[src/rtl/clock_enable_scheduler_pkg.sv]
// clock_enable_scheduler_pkg: shared mode/state encodings and reset divisor for the clock enable scheduler
package clock_enable_scheduler_pkg;
    typedef enum logic [1:0] {
        MODE_STOP    = 2'b00,
        MODE_RUN     = 2'b01,
        MODE_ONESHOT = 2'b10,
        MODE_RSVD    = 2'b11
    } mode_e;
    typedef enum logic [1:0] {
        ST_IDLE    = 2'b00,
        ST_RUN     = 2'b01,
        ST_ONESHOT = 2'b10
    } state_e;
    localparam int unsigned DEF_DIVISOR = 4_000_000;
    // Reserved mode behaves as stop.
    function automatic state_e mode_to_state(input logic [1:0] mode);
        return mode == MODE_RUN ? ST_RUN : mode == MODE_ONESHOT ? ST_ONESHOT : ST_IDLE;
    endfunction
endpackage

[src/rtl/clock_enable_channel.sv]
// clock_enable_channel: one programmable divider channel with pending slot and period-boundary updates
// clock_in/reset: fabric clock, sync active-high reset
// cfg_load: accepted non-zero config for this channel; cfg_divisor/cfg_mode: its payload
// sync_restart: realign counter to 0 if running
// pending: an update is waiting for the boundary; tick/wave/busy: decoded enables
module clock_enable_channel
    import clock_enable_scheduler_pkg::*;
#(
    parameter int unsigned CNT_WIDTH = 28,
    parameter logic [CNT_WIDTH-1:0] DEFAULT_DIVISOR = CNT_WIDTH'(DEF_DIVISOR)
) (
    input  logic                 clock_in,
    input  logic                 reset,
    input  logic                 cfg_load,
    input  logic [CNT_WIDTH-1:0] cfg_divisor,
    input  logic [1:0]           cfg_mode,
    input  logic                 sync_restart,
    output logic                 pending,
    output logic                 tick,
    output logic                 wave,
    output logic                 busy
);
    state_e               state, state_nx;
    logic [CNT_WIDTH-1:0] cnt, cnt_nx, div, div_nx, pdiv, pdiv_nx, adiv;
    logic [1:0]           pmode, pmode_nx, amode;
    logic                 pend_nx, apply;

    always_ff @(posedge clock_in) begin
        if (reset) begin
            state   <= ST_IDLE;
            cnt     <= '0;
            div     <= DEFAULT_DIVISOR;
            pending <= 1'b0;
            pdiv    <= '0;
            pmode   <= MODE_STOP;
        end else begin
            state   <= state_nx;
            cnt     <= cnt_nx;
            div     <= div_nx;
            pending <= pend_nx;
            pdiv    <= pdiv_nx;
            pmode   <= pmode_nx;
        end
    end

    // A config accepted on the boundary/restart cycle itself is applied right away,
    // so a finished one-shot never strands an update in the pending slot.
    always_comb begin
        adiv     = pending ? pdiv : cfg_divisor;
        amode    = pending ? pmode : cfg_mode;
        apply    = busy ? (sync_restart || tick) && (pending || cfg_load) : cfg_load;
        state_nx = state;
        cnt_nx   = cnt;
        div_nx   = div;
        pend_nx  = pending;
        pdiv_nx  = pdiv;
        pmode_nx = pmode;
        if (apply) begin
            state_nx = mode_to_state(amode);
            cnt_nx   = '0;
            div_nx   = adiv;
            pend_nx  = 1'b0;
        end else if (busy && (sync_restart || tick)) begin
            cnt_nx   = '0;
            state_nx = (tick && !sync_restart && state == ST_ONESHOT) ? ST_IDLE : state;
        end else if (busy) begin
            cnt_nx   = cnt + 1'b1;
            pend_nx  = pending || cfg_load;
            pdiv_nx  = cfg_load ? cfg_divisor : pdiv;
            pmode_nx = cfg_load ? cfg_mode : pmode;
        end
    end

    always_comb begin
        busy = state != ST_IDLE;
        tick = busy && cnt == div - 1'b1;
        wave = busy && cnt < (div >> 1);
    end
endmodule

[src/rtl/clock_enable_scheduler.sv]
// clock_enable_scheduler: NUM_CH runtime-programmable tick/square-wave enable generators
// clock_in/reset: fabric clock, sync active-high reset
// cfg_valid/cfg_ready/cfg_ch/cfg_divisor/cfg_mode: per-channel config handshake; cfg_err: zero-divisor reject pulse
// sync_restart: realign running channels; tick_out/wave_out/busy: per-channel outputs
module clock_enable_scheduler
    import clock_enable_scheduler_pkg::*;
#(
    parameter int unsigned NUM_CH = 4,
    parameter int unsigned CNT_WIDTH = 28,
    parameter logic [CNT_WIDTH-1:0] DEFAULT_DIVISOR = CNT_WIDTH'(DEF_DIVISOR),
    parameter int unsigned CH_W = 2
) (
    input  logic                 clock_in,
    input  logic                 reset,
    input  logic                 cfg_valid,
    output logic                 cfg_ready,
    input  logic [CH_W-1:0]      cfg_ch,
    input  logic [CNT_WIDTH-1:0] cfg_divisor,
    input  logic [1:0]           cfg_mode,
    output logic                 cfg_err,
    input  logic                 sync_restart,
    output logic [NUM_CH-1:0]    tick_out,
    output logic [NUM_CH-1:0]    wave_out,
    output logic [NUM_CH-1:0]    busy
);
    logic [NUM_CH-1:0]      pending;
    logic [(1<<CH_W)-1:0]   pend_all;
    logic                   xfer;

    // Channel indices beyond NUM_CH read as permanently pending, so they never accept.
    always_comb begin
        pend_all              = '1;
        pend_all[NUM_CH-1:0]  = pending;
        cfg_ready             = !pend_all[cfg_ch];
        xfer                  = cfg_valid && cfg_ready;
    end

    always_ff @(posedge clock_in) begin
        if (reset)
            cfg_err <= 1'b0;
        else
            cfg_err <= xfer && cfg_divisor == '0;
    end

    for (genvar i = 0; i < NUM_CH; i++) begin : g_ch
        clock_enable_channel #(
            .CNT_WIDTH(CNT_WIDTH),
            .DEFAULT_DIVISOR(DEFAULT_DIVISOR)
        ) u_ch (
            .clock_in(clock_in),
            .reset(reset),
            .cfg_load(xfer && cfg_ch == CH_W'(i) && cfg_divisor != '0),
            .cfg_divisor(cfg_divisor),
            .cfg_mode(cfg_mode),
            .sync_restart(sync_restart),
            .pending(pending[i]),
            .tick(tick_out[i]),
            .wave(wave_out[i]),
            .busy(busy[i])
        );
    end
endmodule

[config.mk]
export PLATFORM = sky130hd
export DESIGN_NAME = clock_enable_scheduler
export DESIGN_NICKNAME = d
export VERILOG_FILES = /design/src/rtl/clock_enable_scheduler_pkg.sv /design/src/rtl/clock_enable_channel.sv /design/src/rtl/clock_enable_scheduler.sv
export SDC_FILE = /design/constraint.sdc
export NUM_CORES = 1
export LEC_CHECK = 0
export CORE_ASPECT_RATIO = 2
export CORE_UTILIZATION = 55
export DETAILED_ROUTE_END_ITERATION = 10
export DONT_BUFFER_PORTS = 1
export PLACE_DENSITY = 0.82
export SYNTH_ARGS = -nofsm -noshare
export SYNTH_HDL_FRONTEND = slang
export SYNTH_SLANG_ARGS = --single-unit
[constraint.sdc]
create_clock -name clock_in -period 9.9 [get_ports clock_in]
set_clock_uncertainty 0.1 [all_clocks]
set_input_delay 1.485 -clock clock_in [delete_from_list [all_inputs] [get_ports clock_in]]
set_output_delay 1.485 -clock clock_in [all_outputs]
set_load 0.02 [all_outputs]
# Word level (Yosys, flattened, before mapping)
# Index checks and enable logic that the tools add are counted.
# totals
regBits	357
latchBits	0
ramBits	0
romBits	0
input_bits	36
output_inout_bits	14
word_cells	178
n_memories	0
# op_classes
addsub	8
multipliers	0
div	0
order_cmp	5
n_eq_ne	19
n_shift	0
n_mux	34
bitwise	8
reduce_logical	79
# op_table
operator	count
$add A28 B1 Y28 const B	4
$eq A28 B28 Y1	4
$lt A28 B27 Y1	4
$mux W28	4
$sub A28 B1 Y28 const B	4
$mux W2	24
$logic_and A1 B1 Y1	34
$logic_not A28 Y1	1
$reduce_bool A28 Y1	1
$reduce_bool A2 Y1	12
$eq A2 B2 Y1 const B	10
$reduce_and A2 Y1	8
$reduce_and A4 Y1	4
$reduce_or A3 Y1	4
$eq A2 B1 Y1 const B	5
$logic_or A1 B1 Y1	8
$not A1 Y1	8
$reduce_or A2 Y1	4
$mux W1	5
$lt A2 B3 Y1 const B	1
$bmux W1 S2	1
$logic_not A1 Y1	2
$logic_not A2 Y1	1

# Logic depth before layout (Yosys ltp)
# depth
ltp_word	11
ltp_mapped	14
mapped_depth_nobuf	11

# Hierarchy
# From an unflattened synthesis, not the netlist that was laid out.
# unflattened
cells_unflattened	2811
area_unflattened_um2	23246.0
# modules_own_cells
module	instances	cells_per_inst	area_each_um2	seq_area_each_um2
clock_enable_channel (g_ch[1].u_ch ...)	3	699	5763.0	1781.7
clock_enable_channel (g_ch[0].u_ch)	1	693	5784.3	1781.7
clock_enable_scheduler	1	21	172.7	20.0

# Worst setup path before layout
# Ideal clock, no wire load.
# synth_timing
path_type	register to output
startpoint	register g_ch[0].u_ch.div[14]
endpoint	output port tick_out[0]
arrival_ps	2972
required_ps	8315
slack_ps	5343
stages_incl_launch_ff	11
n_path_buf	3
cell_sequence	dfxtp_1 > buf_6 > or4_4 > or4_1 > buf_2 > or4_1 > a2111o_1 > nor2_1 > nand4_1 > nor3_1 > buf_4
# synth_via
elab_chain_len	3
# synth_lines
element	line	rtl
start: declaration	clock_enable_channel.sv:24	logic [CNT_WIDTH-1:0] cnt, cnt_nx, div, div_nx, pdiv, pdiv_nx, adiv;
start signal: assignment	clock_enable_channel.sv:39	div <= div_nx;
$sub A28 B1 Y28	clock_enable_channel.sv:76	tick = busy && cnt == div - 1'b1;
$eq A28 B28 Y1	clock_enable_channel.sv:76	
$logic_and A1 B1 Y1	clock_enable_channel.sv:76	
end: declaration	clock_enable_scheduler.sv:22	output logic [NUM_CH-1:0] tick_out,
# No other way between the ends.

# Final worst setup path
# layout_timing
startpoint	register g_ch[0].u_ch.div[2]
endpoint	output port tick_out[0]
# Same word-level chain as after synthesis.

==> flow_metrics.tcl <==
set metrics [dict create \
    syn_inst 2752 \
    hold_ws_ps 368.1 \
    post-cts-setup-buffer-count 0 \
    powerDensity_nw_per_um2 142.3 \
    slowest_delay_ps 870 \
    worst_pin_slew_ps 1292 \
    drcViolationCount 0 \
    holdBufCountCts 0 \
    drt-initial-drc-count 1419 \
    fin_ws_ps 3907 \
    pre_cts_ws_ps 4537 \
    clock_sinks 357 \
    drive_gt1_share_pct 6.098 \
    period_needed_ps 5993 \
    insertion_delay_ps 540 \
    route.final.wire_length_microns 67580 \
    grt_pass1_vias 19890 \
    critPathTopFamily "simple AND/OR/NAND/NOR gates" \
    status "complete, no violations" \
    final_cell_mix "353 x dfxtp_1, 211 x nor2_1, 199 x a21oi_1" \
    maxCapViolCount 0 \
    dieArea_sq_um 41700 \
    hold_path_class "flip-flop to flip-flop" \
    gr-total-overflow 0 \
    clk_pin_slew_ps 70 \
    synth_edf_count 0 \
    cp_common_cell "nand4_1" \
    slew_headroom_pct 13.53 \
    drt_first_pass_iters 6 \
    cts_inserted_buffers 34 \
    maxSlewViolCount 0 \
    fin_crit_sh_pct 60.53 \
    grt_util_all_layers_pct 32.54 \
    rows 104 \
    initial_core_util_pct 55.86 \
    max_freq_mhz 166.9 \
    gp_congestion 0.9569 \
    final_common_cell "dfxtp_1" \
    pin_count 50 \
    design_area_sq_um 23570 \
    grt_max_degree 170 \
    cpMaxStageDelayCell "nor3_1" \
    die_x_microns 144.9 \
    cts.repair.resized 0 \
    post_synth_num_cell_types 84 \
    vias 20260 \
    yosysWarnings 0 \
    setup_viol 0 \
    syn_area_sq_um 22460 \
    totalPowerFinal_uw 3353 \
    grt_first_pass_wirelength_microns 105600 \
    leakage_uw 0.008500 \
    cts_buffer_depth 3 \
    dp_hpwl_microns 50180 \
    syn_avg_cell_area_sq_um 8.161 \
    cp.arrival_ps 4410 \
    critPathCaptureType "output pin" \
    cp_num_buf_inv 0 \
    synth-main-ff-cell "dfxtp_1" \
    synthArstFlopShare_pct 0 \
    post_drt_wl_per_cell_microns 21.42 \
    cp.required_ps 8320 \
    worst-setup-path-type "flip-flop to output pin" \
    placed_cell_area_sq_um 22430 \
    fin_nets 2747 \
    hold_violations 0 \
    start_kind "flip-flop" \
    antenna_left 0 \
    worstPathMaxFanout 9 \
    rsz0062_at_grt "false" \
    port_buffers 0 \
    vdd_drop_max_uv 138.3 \
    yosysSeqAreaShare_pct 31.82 \
    coreArea_sq_um 40210 \
    die_h_microns 287.8 \
    synth_seq_cells 357 \
    synth_nets 2900 \
    cts_root_buf "clkbuf_16" \
    syn_to_final_growth_pct 4.936 \
    tns_ps 0 \
    worstPathCellList "nor4_1, nand4_1, or4_1, a2111o_1, nor2_1, nand4_1, nor3_1" \
    htreeDepth 2 \
    cts_tree "done" \
    antenna_found_initial 1 \
    drt-vias-per-instance 6.421 \
]
[metal layers]
metal	vias to the layer above	global-route usage [%]	share of wire, %
li1	9625	-	-
met1	9650	31.33	34
met2	679	58.31	51
met3	303	5.289	4.8
met4	0	29.34	9.9
met5	-	0	0
[cells in the mapped netlist (all sizes together), types with 10 or more instances]
master   count  area (sq um)
a2111oi     12         105.1
or4         22         168.9
and4        10         90.09
nor3        97         496.7
a21oi      209          1084
a21o        34         255.2
nand3      134         670.6
and3        35         219.0
inv        133         499.2
or3         20         125.1
xor2       122          1069
o211ai      21         157.7
nand2b      21         131.4
nor4        53         344.1
nor2b       23         143.9
o22ai       11         68.82
dfxtp      357          7147
clkbuf     155         581.8
nand4       70         437.9
a41oi       11         96.34
a31o        33         289.0
a31oi       13         81.33
buf         60         359.1
xnor2      111         972.2
ha         112          1401
a211oi      62         578.1
a311oi      45         394.1
nor2       212         795.8
nand2      171         641.9
o21ai      128         655.6
mux2i      145          1451
[sequential cells by signal (all words and copies together) (netlist names)]
signal / flops
g_ch.u_ch.pdiv: 112
g_ch.u_ch.pmode: 8
cfg_err: 1
g_ch.u_ch.pending: 4
g_ch.u_ch.div: 112
g_ch.u_ch.state: 8
g_ch.u_ch.cnt: 112
[layout make-up]
cell class / count / area [sq um]
Timing Repair Buffer: 26 / 195.2
Antenna cell: 1 / 2.502
Tap cell: 530 / 663.1
Multi-Input combinational cell: 2044 / 13910
Clock inverter: 12 / 157.7
Sequential cell: 357 / 7152
Inverter: 136 / 511.7
Fill cell: 3551 / 16640
Clock buffer: 49 / 978.4
[through the flow]
step / util, % / std cells
final: 58.61 / 3155
after global routing: 58.61 / 3154
after CTS: 58.61 / 3154
after detailed placement: 55.78 / 3093
after global placement: 55.78 / 3093
after floorplan: - / 2752
[worst paths after layout]
| check | depth (start not counted) | endpoint | start | slack [ps] |
|---|---|---|---|---|
| max | 7 | tick_out[0] | g_ch[0].u_ch.div[2]$_SDFFE_PP0P_ | 3910 |
| min | 2 | g_ch[3].u_ch.pdiv[9]$_SDFFE_PP0P_ | g_ch[3].u_ch.pdiv[9]$_SDFFE_PP0P_ | 370 |
| max reg2reg | 12 | g_ch[2].u_ch.cnt[26]$_SDFFE_PP0N_ | g_ch[2].u_ch.div[1]$_SDFFE_PP0P_ | 4940 |
| min reg2reg | 2 | g_ch[3].u_ch.pdiv[9]$_SDFFE_PP0P_ | g_ch[3].u_ch.pdiv[9]$_SDFFE_PP0P_ | 370 |
[where the power goes]
part / internal (uW) / total [uW] / switching, uW
clock: 773 / 1360 / 591
combinational: 165 / 460 / 295
sequential: 1470 / 1530 / 57.4
[cell families (layout without fill, tap and decap cells)]
family          count (synthesis)  after routing  share of synthesized area, %
compound gates                638            638                         19.06
xor+xnor                      233            233                         9.086
fa+ha+maj                     112            112                         6.240
buf+inv                       351            223                         6.462
flops                         357            357                         31.82
mux                           150            150                         6.763
other cells                     0              1                             0
simple gates                  911            911                         20.57
[worst register-to-register path, stage by stage (launching register included)]
cell and delay, ps:
dfxtp_1 360, inv_1 80, ha_1 280, nor4b_1 780, a21oi_1 200, or4b_1 570
o311a_1 130, nor4_1 290, nand4b_1 160, o211ai_1 200, buf_4 720, a21o_1 800
nor2_1 130
(Power assumes the default switching activity.)
